File: config.mk
export PLATFORM = sky130hd
export DESIGN_NAME = sprite_rom
export DESIGN_NICKNAME = d
export VERILOG_FILES = /design/src/rtl/sprite_rom.sv
export SDC_FILE = /design/constraint.sdc
export NUM_CORES = 1
export LEC_CHECK = 0
export ABC_AREA = 1
export CORE_AREA = 2 2 76 78
export DETAILED_ROUTE_END_ITERATION = 10
export DIE_AREA = 0 0 78 80
export PLACE_DENSITY = 0.68
export SLEW_MARGIN = 20
export SYNTH_ARGS = -nofsm -noshare
export SYNTH_HDL_FRONTEND = slang
export SYNTH_SLANG_ARGS = --single-unit
export TNS_END_PERCENT = 100
File: constraint.sdc
create_clock -name vclock -period 0.8 [get_ports vclock]
set_input_delay 0.16 -clock vclock [delete_from_list [all_inputs] [get_ports vclock]]
set_output_delay 0.16 -clock vclock [all_outputs]
set_load 0.05 [all_outputs]
File: src/rtl/sprite_rom.sv
// sprite_rom: procedural sprite pixel generator with one registered output.
//   Parameters: WIDTH, HEIGHT  - sprite extent in pixels
//               LOG_FRAMES     - bit width of the frame index
//   Ports:      vclock         - clock (rising edge)
//               reset          - asynchronous active-low reset
//               x, y           - pixel coordinate relative to sprite origin
//               s_type         - 0-3 collectable, 4 character, 5-7 unused
//               frame          - animation frame index
//               pixel          - registered RGB 4:4:4, 12'h000 = transparent
module sprite_rom #(
  parameter int WIDTH      = 20,
  parameter int HEIGHT     = 20,
  parameter int LOG_FRAMES = 3
) (
  input  logic                  vclock,
  input  logic                  reset,
  input  logic [10:0]           x,
  input  logic [10:0]           y,
  input  logic [2:0]            s_type,
  input  logic [LOG_FRAMES-1:0] frame,
  output logic [11:0]           pixel
);

  localparam int CX = WIDTH / 2;
  localparam int CY = HEIGHT / 2;
  localparam int R  = ((WIDTH < HEIGHT) ? WIDTH : HEIGHT) / 2 - 1;

  localparam logic [10:0] W11 = 11'(WIDTH);
  localparam logic [10:0] H11 = 11'(HEIGHT);
  localparam logic [13:0] CX14 = 14'(CX);
  localparam logic [13:0] CY14 = 14'(CY);
  localparam logic [13:0] R14  = 14'(R);

  logic        w_in_range;
  logic [31:0] w_frame;
  logic [11:0] w_torso;
  logic [11:0] w_char;
  logic [13:0] w_dx;
  logic [13:0] w_dy;
  logic [13:0] w_adx;
  logic [13:0] w_ady;
  logic [13:0] w_d;
  logic [11:0] w_coll;
  logic [11:0] w_pixel;
  logic [11:0] r_pixel;

  assign w_in_range = (x < W11) && (y < H11);
  assign w_frame    = 32'(frame);

  always_comb begin
    w_torso = 12'h0F0;
    case (w_frame)
      32'd1:   w_torso = 12'hFF0;
      32'd2:   w_torso = 12'hF80;
      default: w_torso = 12'h0F0;
    endcase
  end

  always_comb begin
    w_char = '0;
    if (y <= 11'd5) begin
      if (x >= 11'd6 && x <= 11'd13) w_char = 12'hFC8;
    end else if (y <= 11'd13) begin
      if (x >= 11'd4 && x <= 11'd15) w_char = w_torso;
    end else if (y <= 11'd19) begin
      if ((x >= 11'd5 && x <= 11'd8) || (x >= 11'd11 && x <= 11'd14))
        w_char = 12'h840;
    end
  end

  // Manhattan distance in 14-bit two's complement; 11-bit coordinates
  // cannot overflow it, so the absolute values and sum never wrap.
  assign w_dx  = {3'b000, x} - CX14;
  assign w_dy  = {3'b000, y} - CY14;
  assign w_adx = w_dx[13] ? (~w_dx + 14'd1) : w_dx;
  assign w_ady = w_dy[13] ? (~w_dy + 14'd1) : w_dy;
  assign w_d   = w_adx + w_ady;

  always_comb begin
    w_coll = '0;
    if (w_d <= R14) begin
      case (s_type[1:0])
        2'd0:    w_coll = 12'hFD0;
        2'd1:    w_coll = 12'h0FF;
        2'd2:    w_coll = 12'hF0F;
        default: w_coll = 12'hF88;
      endcase
      if (frame[0] && w_d <= 14'd2) w_coll = 12'hFFF;
    end
  end

  always_comb begin
    w_pixel = '0;
    if (w_in_range) begin
      if (s_type == 3'd4)      w_pixel = w_char;
      else if (s_type < 3'd4)  w_pixel = w_coll;
    end
  end

  always_ff @(posedge vclock or negedge reset) begin
    if (!reset) r_pixel <= '0;
    else        r_pixel <= w_pixel;
  end

  assign pixel = r_pixel;

endmodule

## Yosys cells after proc, flatten, opt, wreduce, memory -nomap -nowiden

Cells that the tools add are included.

| storage, ports and cells | value |
|---|---|
| bits in registers | 12 |
| output and inout port bits | 12 |
| bits of input ports | 30 |
| word-level logic and storage cells | 52 |

| cells by class | value |
|---|---|
| bitwise gates (word level) | 2 |
| equality and inequality tests | 5 |
| add/subtract/negate cells | 5 |
| reductions and logical operators | 8 |
| magnitude comparators | 16 |
| multiplexer cells | 15 |

Operator list:

| kind | number |
|---|---|
| 2-to-1 mux 12 bit | 11 |
| <= comparator 11 x 4 -> 1 bit (second input constant) | 5 |
| one-hot mux 12 bit (3 select lines) | 1 |
| greater-or-equal comparator 11 x 3 -> 1 bit (second input constant) | 3 |
| adder 14 x 1 -> 14 bit (second input constant) | 2 |
| 2-to-1 mux 14 bit | 2 |
| NOT 14 bit | 2 |
| one-hot mux 12 bit (2 select lines) | 1 |
| subtractor 11 x 4 -> 12 bit (second input constant) | 2 |
| less-than comparator 11 x 5 -> 1 bit (second input constant) | 2 |
| adder 14 bit | 1 |
| <= comparator 14 x 2 -> 1 bit (second input constant) | 1 |
| <= comparator 14 x 4 -> 1 bit (second input constant) | 1 |
| greater-or-equal comparator 11 x 4 -> 1 bit (second input constant) | 1 |
| <= comparator 11 x 3 -> 1 bit (second input constant) | 1 |
| <= comparator 11 x 5 -> 1 bit (second input constant) | 1 |
| logical AND 1 bit | 6 |
| == test 3 x 1 -> 1 bit (second input constant) | 1 |
| == test 3 x 2 -> 1 bit (second input constant) | 1 |
| == test 3 bit (second input constant) | 1 |
| less-than comparator 3 bit (second input constant) | 1 |
| == test 2 x 1 -> 1 bit (second input constant) | 1 |
| == test 2 bit (second input constant) | 1 |
| logical NOT 2 bit | 1 |
| logical OR 1 bit | 1 |

## Longest topological paths before layout

Gate-level depths: netlist (run 1).

| depth | value |
|---|---|
| depth in word-level cells | 12 |
| mapped depth | 23 |

## Least setup slack after synthesis (run 1)

OpenSTA, ideal clock, no wires.

| timing path | value |
|---|---|
| path type | input to register |
| start point | input port x[2] |
| end point | register r_pixel[10], in the netlist pixel[10] |
| stages | 20 |
| library setup time | 77 ps |
| arrival | 2711 ps |
| slack | -1989 ps |
| cells stage by stage | inv_1 > ha_1 > or2_2 > nand2_1 > nor2_2 > inv_2 > nor2_1 > xor2_1 > inv_1 > ha_1 > or2_1 > nand3_2 > nand2_2 > nand2_2 > nand3b_1 > nand2_1 > nand3_2 > nor2_4 > nand4_1 > a21oi_1 |

| between the ends | value |
|---|---|
| longest elaborated chain between the ends | 12 |

Ends and longest elaborated chain:

| what | line | RTL |
|---|---|---|
| start, declared | 17 | `input logic [10:0] x,` |
| subtractor 11 x 4 -> 12 bit | 73 | `assign w_dx = {3'b000, x} - CX14;` |
| NOT 14 bit | 75 | `assign w_adx = w_dx[13] ? (~w_dx + 14'd1) : w_dx;` |
| adder 14 x 1 -> 14 bit | 75 |  |
| 2-to-1 mux 14 bit | 75 |  |
| adder 14 bit | 77 | `assign w_d = w_adx + w_ady;` |
| <= comparator 14 x 2 -> 1 bit | 88 | `if (frame[0] && w_d <= 14'd2) w_coll = 12'hFFF;` |
| logical AND 1 bit | 88 |  |
| 2-to-1 mux 12 bit | 88 |  |
| 2-to-1 mux 12 bit | 81 | `if (w_d <= R14) begin` |
| 2-to-1 mux 12 bit | 96 | `else if (s_type < 3'd4) w_pixel = w_coll;` |
| 2-to-1 mux 12 bit | 95 | `if (s_type == 3'd4) w_pixel = w_char;` |
| 2-to-1 mux 12 bit (*) | 94 | `if (w_in_range) begin` |
| net w_pixel[10] | 44 | `logic [11:0] w_pixel;` |
| end signal, assigned | 102 | `else r_pixel <= w_pixel;` |
| end, declared | 45 | `logic [11:0] r_pixel;` |

The timed path passes the listed nets; every way through them passes the cells marked *.

## Worst setup path in the final report (run 1)

| timing path | value |
|---|---|
| start point | input port x[1] |
| end point | register r_pixel[10], in the netlist pixel[10] |

Same word-level chain as after synthesis.

==> impl_metrics.env, run 1 <==
export IMPL_critPathLaunchType="input pin"
export IMPL_cts_tree="yes"
export IMPL_synthToLayoutAreaGrowth_pct=85.7
export IMPL_multi_input_area_sq_mm=0.00226
export IMPL_final_layout_size_suffix_gt1_frac=0.468
export IMPL_drt_iter0_markers=234
export IMPL_ys_types=37
export IMPL_grt_usage=0.278
export IMPL_synthArstFlopShare=1.00
export IMPL_firstDrtPassIters=6
export IMPL_synth_mux_area_frac=0
export IMPL_finalHoldWorstSlack_ns=0.253
export IMPL_syn_cell_area_sq_mm=0.00239
export IMPL_drc=0
export IMPL_p_leak_nw=2.33
export IMPL_largest_reg_flops=8
export IMPL_yosys_warnings=0
export IMPL_antenna_left=0
export IMPL_dp_hpwl_um=6190
export IMPL_cts_max_path_buffers=2
export IMPL_crit_path_cell_trace="buf_8 > inv_6 > ha_4 > or2_4 > nand2_4 > nor2_4 > clkinv_4 > nor2_2 > xor2_1 > inv_1 > ha_4 > or2_4 > nand3_2 > nand2_2 > a21oi_2 > nand4_1 > nand2_1 > nand4_1 > a21oi_2"
export IMPL_dpl_instance_area_sq_mm=0.00385
export IMPL_dp_slack_ns=-2.54
export IMPL_crit_fanout=7
export IMPL_n_fill_cell=341
export IMPL_avgSynthCellArea_sq_um=5.83
export IMPL_synth_edf_count=0
export IMPL_hold_viol_final=0
export IMPL_portBuffers=41
export IMPL_setup_tns_ns=-18.33
export IMPL_layout_commonest_cell="buf_4"
export IMPL_layout_common_cells="131 x buf_4, 83 x nand2_1, 62 x inv_1"
export IMPL_layout_nets=651
export IMPL_root_buffer="clkbuf_8"
export IMPL_cts_num_sinks=8
export IMPL_yosysSeqAreaShare=0.0837
export IMPL_final_seq_area_sq_um=203
export IMPL_cp_required_ns=0.95
export IMPL_final_period_utilization=3.58
export IMPL_slew_viol_final=0
export IMPL_grt_pass1_wl_um=14200
export IMPL_ioPinCount=42
export IMPL_core_area_sq_mm=0.00541
export IMPL_grt_max_degree=9
export IMPL_clkTransAtPathRegs_ns=0.04
export IMPL_ir_drop_mv=0.604
export IMPL_syn_inst=410
export IMPL_synth_simple_area_share=0.385
export IMPL_htree_num_levels=1
export IMPL_maxCapViolCount=0
export IMPL_max_freq_ghz=0.349
export IMPL_grt_pass1_vias=3373
export IMPL_die_area_sq_mm=0.00624
export IMPL_synth_fa_ha_area_frac=0.176
export IMPL_ys_ff_latch=8
export IMPL_synth_compound_area_frac=0.131
export IMPL_synth_top_family_by_area="simple AND/OR/NAND/NOR gates"
export IMPL_violations="setup timing"
export IMPL_hp_class="input pin to asynchronous set/reset pin"
export IMPL_p_per_area_mw_per_mm2=829
export IMPL_num_vias=3455
export IMPL_die_w_um=78
export IMPL_vias_per_cell=5.25
export IMPL_numCtsBuffers=3
export IMPL_setup_viol=20
export IMPL_cp_data_arrival_time_ns=3.02
export IMPL_stdcell_area_sq_mm=0.00444
export IMPL_rows=27
export IMPL_synth_main_ff_cell="dfrtp_1"
export IMPL_final_cells=658
export IMPL_wire_per_inst_um=14.6
export IMPL_crit_path_max_incr_delay_ns=0.29
export IMPL_status="complete, but fails checks"
export IMPL_crit_path_top_delay_cell="ha_4"
export IMPL_criticalPathCategory="input pin to flip-flop"
export IMPL_dp_cells=616
export IMPL_setup_ws_ns=-2.06
export IMPL_start_util=0.443
export IMPL_synthXorXnorAreaFrac=0.0805
export IMPL_fin_crit_ns=2.86
export IMPL_die_y_um=80
export IMPL_diodes=0
export IMPL_antenna_found_initial=0
export IMPL_wirelength_um=9600
export IMPL_rsz0062_at_grt="yes"
export IMPL_place_congestion=0.932
export IMPL_cp_end_kind="flip-flop"
export IMPL_grt_overflow_total=0
[cells in the mapped netlist, drive strengths merged, types with 4 or more instances]
| library cell | count | share of area |
|---|---|---|
| ha | 32 | 0.17 |
| dfrtp | 8 | 0.084 |
| nand4 | 7 | 0.018 |
| o21ai | 13 | 0.027 |
| nand3 | 32 | 0.071 |
| buf | 4 | 0.013 |
| nor2 | 47 | 0.086 |
| nor3 | 4 | 0.010 |
| a21oi | 29 | 0.062 |
| nand2 | 106 | 0.17 |
| inv | 82 | 0.13 |
| xor2 | 21 | 0.077 |
[metrics by stage]
stage / power [mW] / utilization
finish: 3.69 / 0.822
global route: 3.97 / 0.822
CTS: 3.22 / 0.763
detailed placement: 2.58 / 0.713
global placement: 2.53 / 0.713
floorplan: 1.68 / -
[worst paths after layout]
kind / startpoint / end / slack (ns) / cells past startpoint
worst max-delay path: x[1] / pixel[10] / -2.06 / 19
worst min-delay path: reset / pixel[10] / 0.25 / 2
max in group asynchronous: reset / pixel[2] / 0.44 / 2
min in group vclock: y[7] / pixel[2] / 0.60 / 7
[timing repair]
item / 4_1_cts / 5_1_grt
buffers inserted: 20 / 19
pin swaps: 52 / 38
gates resized for setup: 112 / 49
hold buffers: 0 / 0
endpoints found under the setup margin: 20 / 20
gates cloned: 0 / 0
[layout make-up]
class / count / share of cell area
multi-input combinational: 318 / 0.509
clock buffer: 3 / 0.00929
timing repair buffer: 174 / 0.339
inverter: 83 / 0.0763
sequential: 8 / 0.0456
tap: 72 / 0.0203
[per-layer routing]
metal  part of all wire  wire (um)  track usage  vias up
met3              0.053        512       0.0260       49
met4              0.048        464       0.0912        0
met5                  0          0            0        -
met2               0.53       5120        0.578      158
li1                   -          -            -     1646
met1               0.36       3500        0.286     1602
[where the power goes]
group | total [mW] | switching [mW] | internal, mW
registers | 0.406 | 0.0000234 | 0.406
logic | 2.78 | 1.49 | 1.30
clock network | 0.495 | 0.168 | 0.327
[cell families (layout without fill, tap and decap cells)]
| logic type | Yosys count | count (layout) |
|---|---|---|
| buf+inv | 87 | 260 |
| flops | 8 | 8 |
| simple gates | 204 | 204 |
| other cells | 1 | 4 |
| compound gates | 55 | 55 |
| xor+xnor | 22 | 22 |
| fa+ha+maj | 33 | 33 |
[critical path: cells and delay by family]
kind                     cells  cell delay (ns)
AND/OR/NAND/NOR             10             1.48
AO/OA/AOI/OAI                2             0.33
buffers and inverters        4             0.40
XOR/XNOR                     1             0.23
adder cells (fa/ha/maj)      2             0.41
No activity file was read; power rests on OpenSTA's default activity.
==> run 2: changes to the inputs <==
--- a/config.mk
+++ b/config.mk
@@ -10,6 +10,7 @@
 export DETAILED_ROUTE_END_ITERATION = 10
 export DIE_AREA = 0 0 78 80
 export PLACE_DENSITY = 0.68
+export SKIP_CTS_REPAIR_TIMING = 1
 export SLEW_MARGIN = 20
 export SYNTH_ARGS = -nofsm -noshare
 export SYNTH_HDL_FRONTEND = slang
==> run 2 against run 1 <==
Against the previous run: the run still ends with setup timing left; via count decreased by 6.6%; clock-buffer cell count unchanged; worst hold slack improved by 0.00050 ns; critical path type unchanged; critical endpoint unchanged; largest cell class unchanged.
==> impl_metrics.env, run 2 (same netlist as run 1, synthesis figures left out) <==
export IMPL_status="complete, but fails checks"
export IMPL_violations="setup timing"
export IMPL_setup_tns_ns=-17.86
export IMPL_htree_num_levels=1
export IMPL_dp_hpwl_um=6190
export IMPL_stdcell_area_sq_mm=0.00437
export IMPL_cp_required_ns=0.95
export IMPL_die_y_um=80
export IMPL_grt_pass1_wl_um=12700
export IMPL_grt_pass1_vias=3117
export IMPL_rsz0062_at_grt="yes"
export IMPL_grt_util_met1=0.265
export IMPL_cp_end_kind="flip-flop"
export IMPL_grtUsageMet3=0.0215
export IMPL_start_util=0.443
export IMPL_layout_nets=631
export IMPL_dpl_instance_area_sq_mm=0.00385
export IMPL_hp_class="input pin to asynchronous set/reset pin"
export IMPL_core_area_sq_mm=0.00541
export IMPL_final_layout_size_suffix_gt1_frac=0.443
export IMPL_finalHoldWorstSlack_ns=0.253
export IMPL_maxCapViolCount=0
export IMPL_slew_viol_final=0
export IMPL_crit_fanout=6
export IMPL_cts_max_path_buffers=2
export IMPL_cts_num_sinks=8
export IMPL_fin_crit_ns=2.82
export IMPL_hold_viol_final=0
export IMPL_largest_reg_flops=8
export IMPL_portBuffers=41
export IMPL_numCtsBuffers=3
export IMPL_root_buffer="clkbuf_8"
export IMPL_vias_per_cell=5.06
export IMPL_layout_commonest_cell="buf_4"
export IMPL_grt_usage=0.246
export IMPL_ioPinCount=42
export IMPL_met2_usage=0.504
export IMPL_diodes=0
export IMPL_wire_per_inst_um=13.7
export IMPL_firstDrtPassIters=4
export IMPL_drt_iter0_markers=128
export IMPL_p_total_mw=3.60
export IMPL_cts_tree="yes"
export IMPL_critPathLaunchType="input pin"
export IMPL_die_w_um=78
export IMPL_top_usage_layer="met2"
export IMPL_clkTransAtPathRegs_ns=0.04
export IMPL_drc=0
export IMPL_num_vias=3228
export IMPL_criticalPathCategory="input pin to flip-flop"
export IMPL_setup_ws_ns=-2.02
export IMPL_max_freq_ghz=0.355
export IMPL_grt_max_degree=9
export IMPL_rows=27
export IMPL_wirelength_um=8770
export IMPL_cp_data_arrival_time_ns=2.97
export IMPL_grt_overflow_total=0
export IMPL_p_leak_nw=2.38
export IMPL_place_congestion=0.932
export IMPL_die_area_sq_mm=0.00624
export IMPL_antenna_found_initial=0
export IMPL_layout_common_cells="111 x buf_4, 80 x nand2_1, 60 x inv_1"
export IMPL_antenna_left=0
export IMPL_final_period_utilization=3.53
export IMPL_synthToLayoutAreaGrowth_pct=82.7
export IMPL_setup_viol=20
export IMPL_ir_drop_mv=0.591
export IMPL_p_per_area_mw_per_mm2=823
## run 2: area by class of cell
type / count / area [sq um]
Fill cell: 340 / 1030
Tap cell: 72 / 90.1
Multi-Input combinational cell: 318 / 2280
Timing Repair Buffer: 154 / 1420
Inverter: 83 / 332
Clock buffer: 3 / 41.3
Sequential cell: 8 / 203
## run 2: routing by layer
layer  part of all wire  routed length [um]  up-vias
li1                   -                   -     1602
met1               0.38                3370     1489
met2               0.55                4790      111
met3              0.043                 380       26
met4              0.026                 230        0
met5                  0                   0        -
## run 2: how the worst max path moves through the flow
stage / startpoint / end / cells after the start
final: x[2] / pixel[10] / 17
after global routing: x[2] / pixel[10] / 17
after CTS: x[2] / pixel[10] / 20
after detailed placement: x[2] / pixel[10] / 20
after global placement: x[2] / pixel[4] / 22
after floorplan: x[9] / pixel[4] / 22
## run 2: metrics by stage
| stage | worst slack (ns) | instances | util |
|---|---|---|---|
| after detailed placement | -2.54 | 616 | 0.713 |
| after global placement | -2.45 | 616 | 0.713 |
| after CTS | -2.32 | 619 | 0.721 |
| after global routing | -2.26 | 638 | 0.809 |
| after floorplan | -1.66 | 413 | - |
| final | -2.02 | 638 | 0.809 |
## run 2: critical path, stage by stage
cell and delay [ns]:
buf_6 0.11, buf_4 0.13, nor2_1 0.23, nor2_2 0.10
buf_4 0.15, xor2_1 0.23, xor2_1 0.19, ha_1 0.32
nand2_1 0.11, nand2_2 0.09, a21oi_4 0.18, nand3b_1 0.14
nand2_2 0.10, nand4_1 0.24, nand2_1 0.15, nand4_1 0.15
a21oi_2 0.19
## run 2: report_power, final
| part | switching [mW] | leakage (nW) | internal, mW |
|---|---|---|---|
| Combinational | 1.44 | 2.25 | 1.26 |
| Sequential | 0.0000235 | 0.108 | 0.407 |
| Clock | 0.164 | 0.0216 | 0.326 |
==> run 3: changes to the inputs <==
==> constraint.sdc (replaced) <==
create_clock -name vclock -period 2.45 [get_ports vclock]
set_input_delay 0.49 -clock vclock [delete_from_list [all_inputs] [get_ports vclock]]
set_output_delay 0.49 -clock vclock [all_outputs]
set_load 0.05 [all_outputs]
==> run 3 against run 2 <==
Against the previous run: the run still ends with setup timing left; first-iteration DRC count fell by 17%; via count fell by 6.4%; routed wire length fell by 17%; combinational power fell by 71%; worst setup slack improved by 1.6 ns; clock power fell by 69%; cell count fell by 2.8%; sequential share of layout area rose by 0.34 points; cell area fell by 8.0%; die area did not move; worst hold slack improved by 0.28 ns; critical path type unchanged; highest routed layer unchanged.
==> impl_metrics.env, run 3 (same netlist as run 1, synthesis figures left out) <==
export IMPL_layout_commonest_cell="buf_4"
export IMPL_num_vias=3021
export IMPL_grt_pass1_vias=2798
export IMPL_wire_per_inst_um=11.7
export IMPL_final_seq_area_sq_um=200
export IMPL_p_per_area_mw_per_mm2=267
export IMPL_slew_viol_final=0
export IMPL_vias_per_cell=4.87
export IMPL_core_area_sq_mm=0.00541
export IMPL_critPathLaunchType="input pin"
export IMPL_wirelength_um=7280
export IMPL_layout_nets=613
export IMPL_numCtsBuffers=3
export IMPL_root_buffer="clkbuf_8"
export IMPL_final_layout_size_suffix_gt1_frac=0.383
export IMPL_start_util=0.443
export IMPL_n_fill_cell=439
export IMPL_multi_input_area_sq_mm=0.00224
export IMPL_crit_start="x[1]"
export IMPL_cts_tree="yes"
export IMPL_firstDrtPassIters=4
export IMPL_p_leak_nw=2.19
export IMPL_rows=27
export IMPL_antenna_left=0
export IMPL_portBuffers=41
export IMPL_drt_iter0_markers=106
export IMPL_layout_common_cells="95 x buf_4, 85 x nand2_1, 62 x inv_1"
export IMPL_grt_overflow_total=0
export IMPL_drc=0
export IMPL_fin_crit_ns=2.88
export IMPL_final_period_utilization=1.18
export IMPL_violations="setup timing"
export IMPL_clkTransAtPathRegs_ns=0.04
export IMPL_antenna_found_initial=0
export IMPL_cp_required_ns=2.60
export IMPL_setup_ws_ns=-0.433
export IMPL_ir_drop_mv=0.242
export IMPL_p_total_mw=1.07
export IMPL_grt_max_degree=9
export IMPL_hold_viol_final=0
export IMPL_status="complete, but fails checks"
export IMPL_htree_num_levels=1
export IMPL_criticalPathCategory="input pin to flip-flop"
export IMPL_die_y_um=80
export IMPL_synthToLayoutAreaGrowth_pct=68.2
export IMPL_maxCapViolCount=0
export IMPL_grt_pass1_wl_um=11100
export IMPL_grt_usage=0.214
export IMPL_ioPinCount=42
export IMPL_cts_num_sinks=8
export IMPL_worstMarginPinSlew_ns=0.496
export IMPL_die_w_um=78
export IMPL_cts_max_path_buffers=2
export IMPL_hp_class="input pin to asynchronous set/reset pin"
export IMPL_relSlewSlack=0.668
export IMPL_crit_fanout=7
export IMPL_cp_data_arrival_time_ns=3.03
export IMPL_dp_hpwl_um=5790
export IMPL_diodes=0
export IMPL_place_congestion=0.857
export IMPL_largest_reg_flops=8
export IMPL_dp_slack_ns=-1.17
export IMPL_cp_end_kind="flip-flop"
export IMPL_rsz0062_at_grt="yes"
export IMPL_worstSetupEndpoint="pixel[11]"
export IMPL_die_area_sq_mm=0.00624
export IMPL_setup_viol=8
export IMPL_max_freq_ghz=0.347
run 3: changes by cell type in the layout (fill, tap and decap cells not counted), sizes merged:
| cell | before | now |
|---|---|---|
| buf | 127 | 98 |
| dlymetal6s2s | 16 | 11 |
| clkbuf | 7 | 11 |
| clkdlybuf4s50 | 7 | 19 |
run 3: metal layers:
layer  vias up  GRT usage  share of wire
met4         0     0.0456          0.020
li1       1567          -              -
met3        16    0.00452          0.032
met2        71      0.442           0.54
met5         -          0              0
met1      1367      0.242           0.40
run 3: through the flow:
step	hold WS [ns]	area, sq um	util	cells	TNS, ns
after floorplan	0.194	2540	-	413	-2.49
after global placement	0.773	3660	0.677	608	-8.57
after detailed placement	0.788	3660	0.677	608	-9.04
after CTS	0.551	3700	0.685	611	-7.23
after global routing	0.576	4020	0.744	620	-4.67
final	0.538	4020	0.744	620	-3.26
run 3: final cells by class:
| type | count | share of cell area |
|---|---|---|
| multi-input combinational | 318 | 0.556 |
| timing repair buffer | 136 | 0.280 |
| inverter | 83 | 0.0818 |
| sequential | 8 | 0.0498 |
| tap | 72 | 0.0224 |
| clock buffer | 3 | 0.0103 |
run 3: where the power goes:
part | total (mW) | switching (mW) | internal, mW | leakage [nW]
clock network | 0.154 | 0.0483 | 0.106 | 0.0216
registers | 0.133 | 0.00000305 | 0.133 | 0.112
logic | 0.786 | 0.416 | 0.369 | 2.06
run 3: worst max-delay path, stage by stage:
cell and delay, ns:
buf_8 0.11, inv_6 0.05, ha_4 0.12, or2_4 0.15, nand2_4 0.06, nor2_4 0.17, inv_4 0.08, nor2_2 0.11
xor2_1 0.17, inv_1 0.09, ha_4 0.25, or2_4 0.26, nand3_2 0.09, nand2_2 0.07, nand2_2 0.07, nand3b_1 0.07
nand2_1 0.08, nand3_2 0.09, nor2_4 0.17, nand4_1 0.14, a21oi_1 0.15
run 3: worst min-delay path by stage:
stage / from / slack [ns] / to / cells past startpoint
final: reset / 0.54 / pixel[10] / 1
after global routing: reset / 0.58 / pixel[3] / 1
after CTS: reset / 0.55 / pixel[10] / 1
after detailed placement: reset / 0.79 / pixel[3] / 1
after global placement: reset / 0.77 / pixel[3] / 1
after floorplan: reset / 0.19 / pixel[10] / 0
==> RTL change 1, RTL diff (config.mk and constraints of run 3) <==
Reset style: synchronous (`reset`), changed in one clocked block. Comments in the files are not updated.
--- a/src/rtl/sprite_rom.sv
+++ b/src/rtl/sprite_rom.sv
@@ -97,7 +97,7 @@
     end
   end
 
-  always_ff @(posedge vclock or negedge reset) begin
+  always_ff @(posedge vclock) begin
     if (!reset) r_pixel <= '0;
     else        r_pixel <= w_pixel;
   end
Check against the original RTL: differs if reset is asserted again (counterexample within 4 cycles, from zero or initial values and one cycle with reset low); with reset held inactive, the same outputs for 10 cycles.
==> RTL change 1 against run 3 <==
Global-route usage increased by 0.82 points. Synthesized cell count decreased by 0.24%. Combinational power increased by 14%. Setup slack got worse by 0.13 ns. Non-clock buffer count increased by 6. Sequential cell count unchanged. Total power increased by 10%. Utilization increased by 0.79 points. Largest cell class unchanged. Critical endpoint is now pixel[6]. Cell area increased by 1.1%. Hold slack improved by 0.48 ns. Area after synthesis decreased by 0.78%. The run still ends with setup timing left. Routed wire length increased by 0.25%.
==> RTL change 1: results (changes against run 3) <==
metal2 WL = 3.93 mm (-0.63%)
GRT Overall Usage = 22.2% (+0.82 points)
met3 Track Usage GR = 1.70% (+1.2 points)
switching power = 0.536 mW (+15%)
dpl ws = -1.26 ns (-0.0961 ns)
failing checks = setup timing
Worst Path Max Fanout = 8 (+1)
Final TNS setup = -4.00 ns (-0.739 ns)
WL met1 = 2.95 mm (+0.14%)
Synth warnings = 0 (unchanged)
status = complete, but fails checks
Distinct cells, synth = 36 (-2.7%)
Most Crowded Layer GR = met2
met2 usage = 43.7% (-0.52 points)
fraction of registers with async set/reset = 0% (-100 points)
placed cell areas = 0.00364 mm² (-0.51%)
Most used DFF post-synth = dfxtp_1
vias per cell = 4.88 (+0.11%)
Final Wtd Congestion = 0.936 (+9.3%)
VDD IR max = 0.233 mV (-3.9%)
adder-cell share of the synthesized area = 17.7% (+0.14 points)
xor/xnor cell area share of the yosys netlist = 7.38% (-0.67 points)
post-synthesis sequential area ratio = 6.75% (-1.6 points)
WL final = 7.30 mm (+0.25%)
routed wl met3 = 323 µm (+37%)
share of cells above drive strength 1 = 40.7% (+2.3 points)
Post-DP HPWL = 5.83 mm (+0.68%)
fin worst setup slack = -0.560 ns (-0.127 ns)
top sig layer = met4
vias in the first global route = 2,756 (-1.5%)
via count = 3,039 (+0.60%)
Post-Syn Area per Cell = 5.80 µm² (-0.54%)
Static Leakage = 2.15 nW (-1.6%)
first-pass GRT wire length = 11.4 mm (+2.9%)
Post-synth top cells = 111 x nand2_1, 66 x inv_1, 32 x ha_1, 32 x nor2_1, 30 x nand3_1
drt initial violations = 193 (+82%)
Area contributors post-synth = nand2_1 18%, ha_1 17%, inv_1 10%, dfxtp_1 6.7%, nand3_1 6.3%
Worst Path Arrival = 3.18 ns (+0.15 ns)
routing usage on met1 = 25.9% (+1.7 points)
Tightest Hold Check Type = in2reg
final setup vio count = 8 (unchanged)
Nets = 616 (+0.49%)
compound-cell area share of the yosys netlist = 11.1% (-2.0 points)
[RTL change 1: cell types whose count changed after synthesis, sizes merged, moves of 3 or more]
cell and change:
a21oi -7, a31oi -3, xor2 -6, inv -6, nand2 +11, xnor2 +4, nand4 +8, o31ai -3
nor2 -6, dfrtp -8, dfxtp +8
[RTL change 1: cell type report]
type | count | area [µm²]
Fill cell | 424 | 1340
Tap cell | 72 | 90.1
Multi-Input combinational cell | 321 | 2240
Timing Repair Buffer | 142 | 1210
Inverter | 77 | 323
Sequential cell | 8 | 160
Clock buffer | 3 | 41.3
[RTL change 1: power groups by stage]
stage               sequential, mW  clock, mW  combinational [mW]
global placement             0.133          0               0.752
finish                       0.131      0.155               0.896
CTS                          0.131      0.155               0.770
floorplan                    0.133          0               0.472
detailed placement           0.133          0               0.767
global route                 0.131      0.166               0.991
[RTL change 1: cells by family (layout without fill, tap and decap cells)]
logic type                 count (synthesis)  in the layout
AOI/OAI and AO/OA                         46             46
buffers and inverters                     83            222
and+or+nand+nor                          218            218
xor gates and xnor gates                  20             20
DFF                                        8              8
adders and majority gates                 33             33
other                                      1              4
[RTL change 1: worst max-delay path: stages]
cell and delay, ns:
buf_6 0.07, buf_8 0.11, inv_16 0.03, ha_4 0.16, nor2_4 0.14, nor2_4 0.06, inv_2 0.07, nor2_4 0.04
buf_6 0.13, buf_4 0.13, xor2_1 0.16, ha_1 0.39, nand2_2 0.13, nor2_4 0.16, nand3_2 0.10, nand3_2 0.06
nand2_1 0.05, nand2_1 0.07, nand2_2 0.08, nor2_4 0.14, nand3_4 0.11, nor2_4 0.13, nand3_2 0.09, nand2_1 0.06
[RTL change 1: final timing paths]
kind	from	depth (start not counted)	to	slack [ns]
max	y[2]	24	pixel[6]	-0.56
min	s_type[2]	4	pixel[4]	1.02
==> RTL change 2, RTL diff (config.mk and constraints of run 3) <==
Without the edit above. Set the parameter `LOG_FRAMES` to 2 (it was 3).
--- a/src/rtl/sprite_rom.sv
+++ b/src/rtl/sprite_rom.sv
@@ -10,7 +10,7 @@
 module sprite_rom #(
   parameter int WIDTH      = 20,
   parameter int HEIGHT     = 20,
-  parameter int LOG_FRAMES = 3
+  parameter int LOG_FRAMES = 2
 ) (
   input  logic                  vclock,
   input  logic                  reset,
Ports: changed (resized frame); port bits go from 42 to 41. The function was not compared with the original's and may differ.
==> RTL change 2 against run 3 <==
The flow still finishes with violations (setup timing). Routed wire length up 1.9%. Combinational power up 8.5%. Area after synthesis up 3.7%. Sequential cell count unchanged. Setup slack worse by 0.15 ns. Critical path type unchanged. Cell area about the same. Hold slack worse by 0.0014 ns. Total power up 6.1%. Largest power group unchanged.
==> RTL change 2: results (changes against run 3) <==
met2 usage = 43.2% (-1.0 points)
metal2 WL = 3.92 mm (-0.86%)
fraction of area in registers = 4.97% (about the same)
Critical Path End = pixel[6]
met3 Track Usage GR = 1.24% (+0.79 points)
GRT Overall Usage = 22.3% (+0.85 points)
share of cells above drive strength 1 = 33.9% (-4.5 points)
Signal buf overhead = 28.2% (+0.21 points)
Signal buffers = 134 (-1.5%)
VDD IR max = 0.204 mV (-16%)
WL met1 = 3.15 mm (+7.1%)
status = complete, but fails checks
routing usage on met1 = 26.8% (+2.6 points)
failing checks = setup timing
final setup vio count = 8 (unchanged)
CP startpoint = x[8]
Non-CTS inverters = 82 (-1.2%)
Final Wtd Congestion = 0.917 (+7.1%)
comb_multi_in = 340 (+6.9%)
IO buf count = 40 (-2.4%)
multi-input combinational area share = 55.6% (about the same)
drt initial violations = 152 (+43%)
Distinct cells, synth = 31 (-16%)
fin worst setup slack = -0.586 ns (-0.153 ns)
Seq Cell Count = 8 (unchanged)
via count = 3,159 (+4.6%)
adder-cell share of the synthesized area = 17.4% (-0.12 points)
WL final = 7.42 mm (+1.9%)
vias in the first global route = 2,870 (+2.6%)
Nets = 632 (+3.1%)
clk cell area share = 1.03% (about the same)
-- RTL change 2: changes by cell type after synthesis, moves of 3 or more --
cell,run 3,this run
nor2_4,1,5
o31ai_1,3,0
nand2_1,102,122
a21oi_1,28,24
nor2_2,9,6
xor2_1,21,17
nand3_1,30,37
nand4_1,7,16
xnor2_1,1,6
-- RTL change 2: per-stage QoR --
step | TNS [ns] | cells | instance area (µm²)
after floorplan | -2.95 | 434 | 2600
after global placement | -8.31 | 624 | 3670
after detailed placement | -8.67 | 624 | 3670
after CTS | -6.94 | 627 | 3710
after global routing | -6.22 | 639 | 4030
final | -4.20 | 639 | 4030
-- RTL change 2: power breakdown --
| group | internal, mW | leakage (nW) | switching [mW] |
|---|---|---|---|
| registers | 0.133 | 0.112 | 0.000000710 |
| clock network | 0.106 | 0.0216 | 0.0462 |
| logic | 0.390 | 2.05 | 0.463 |
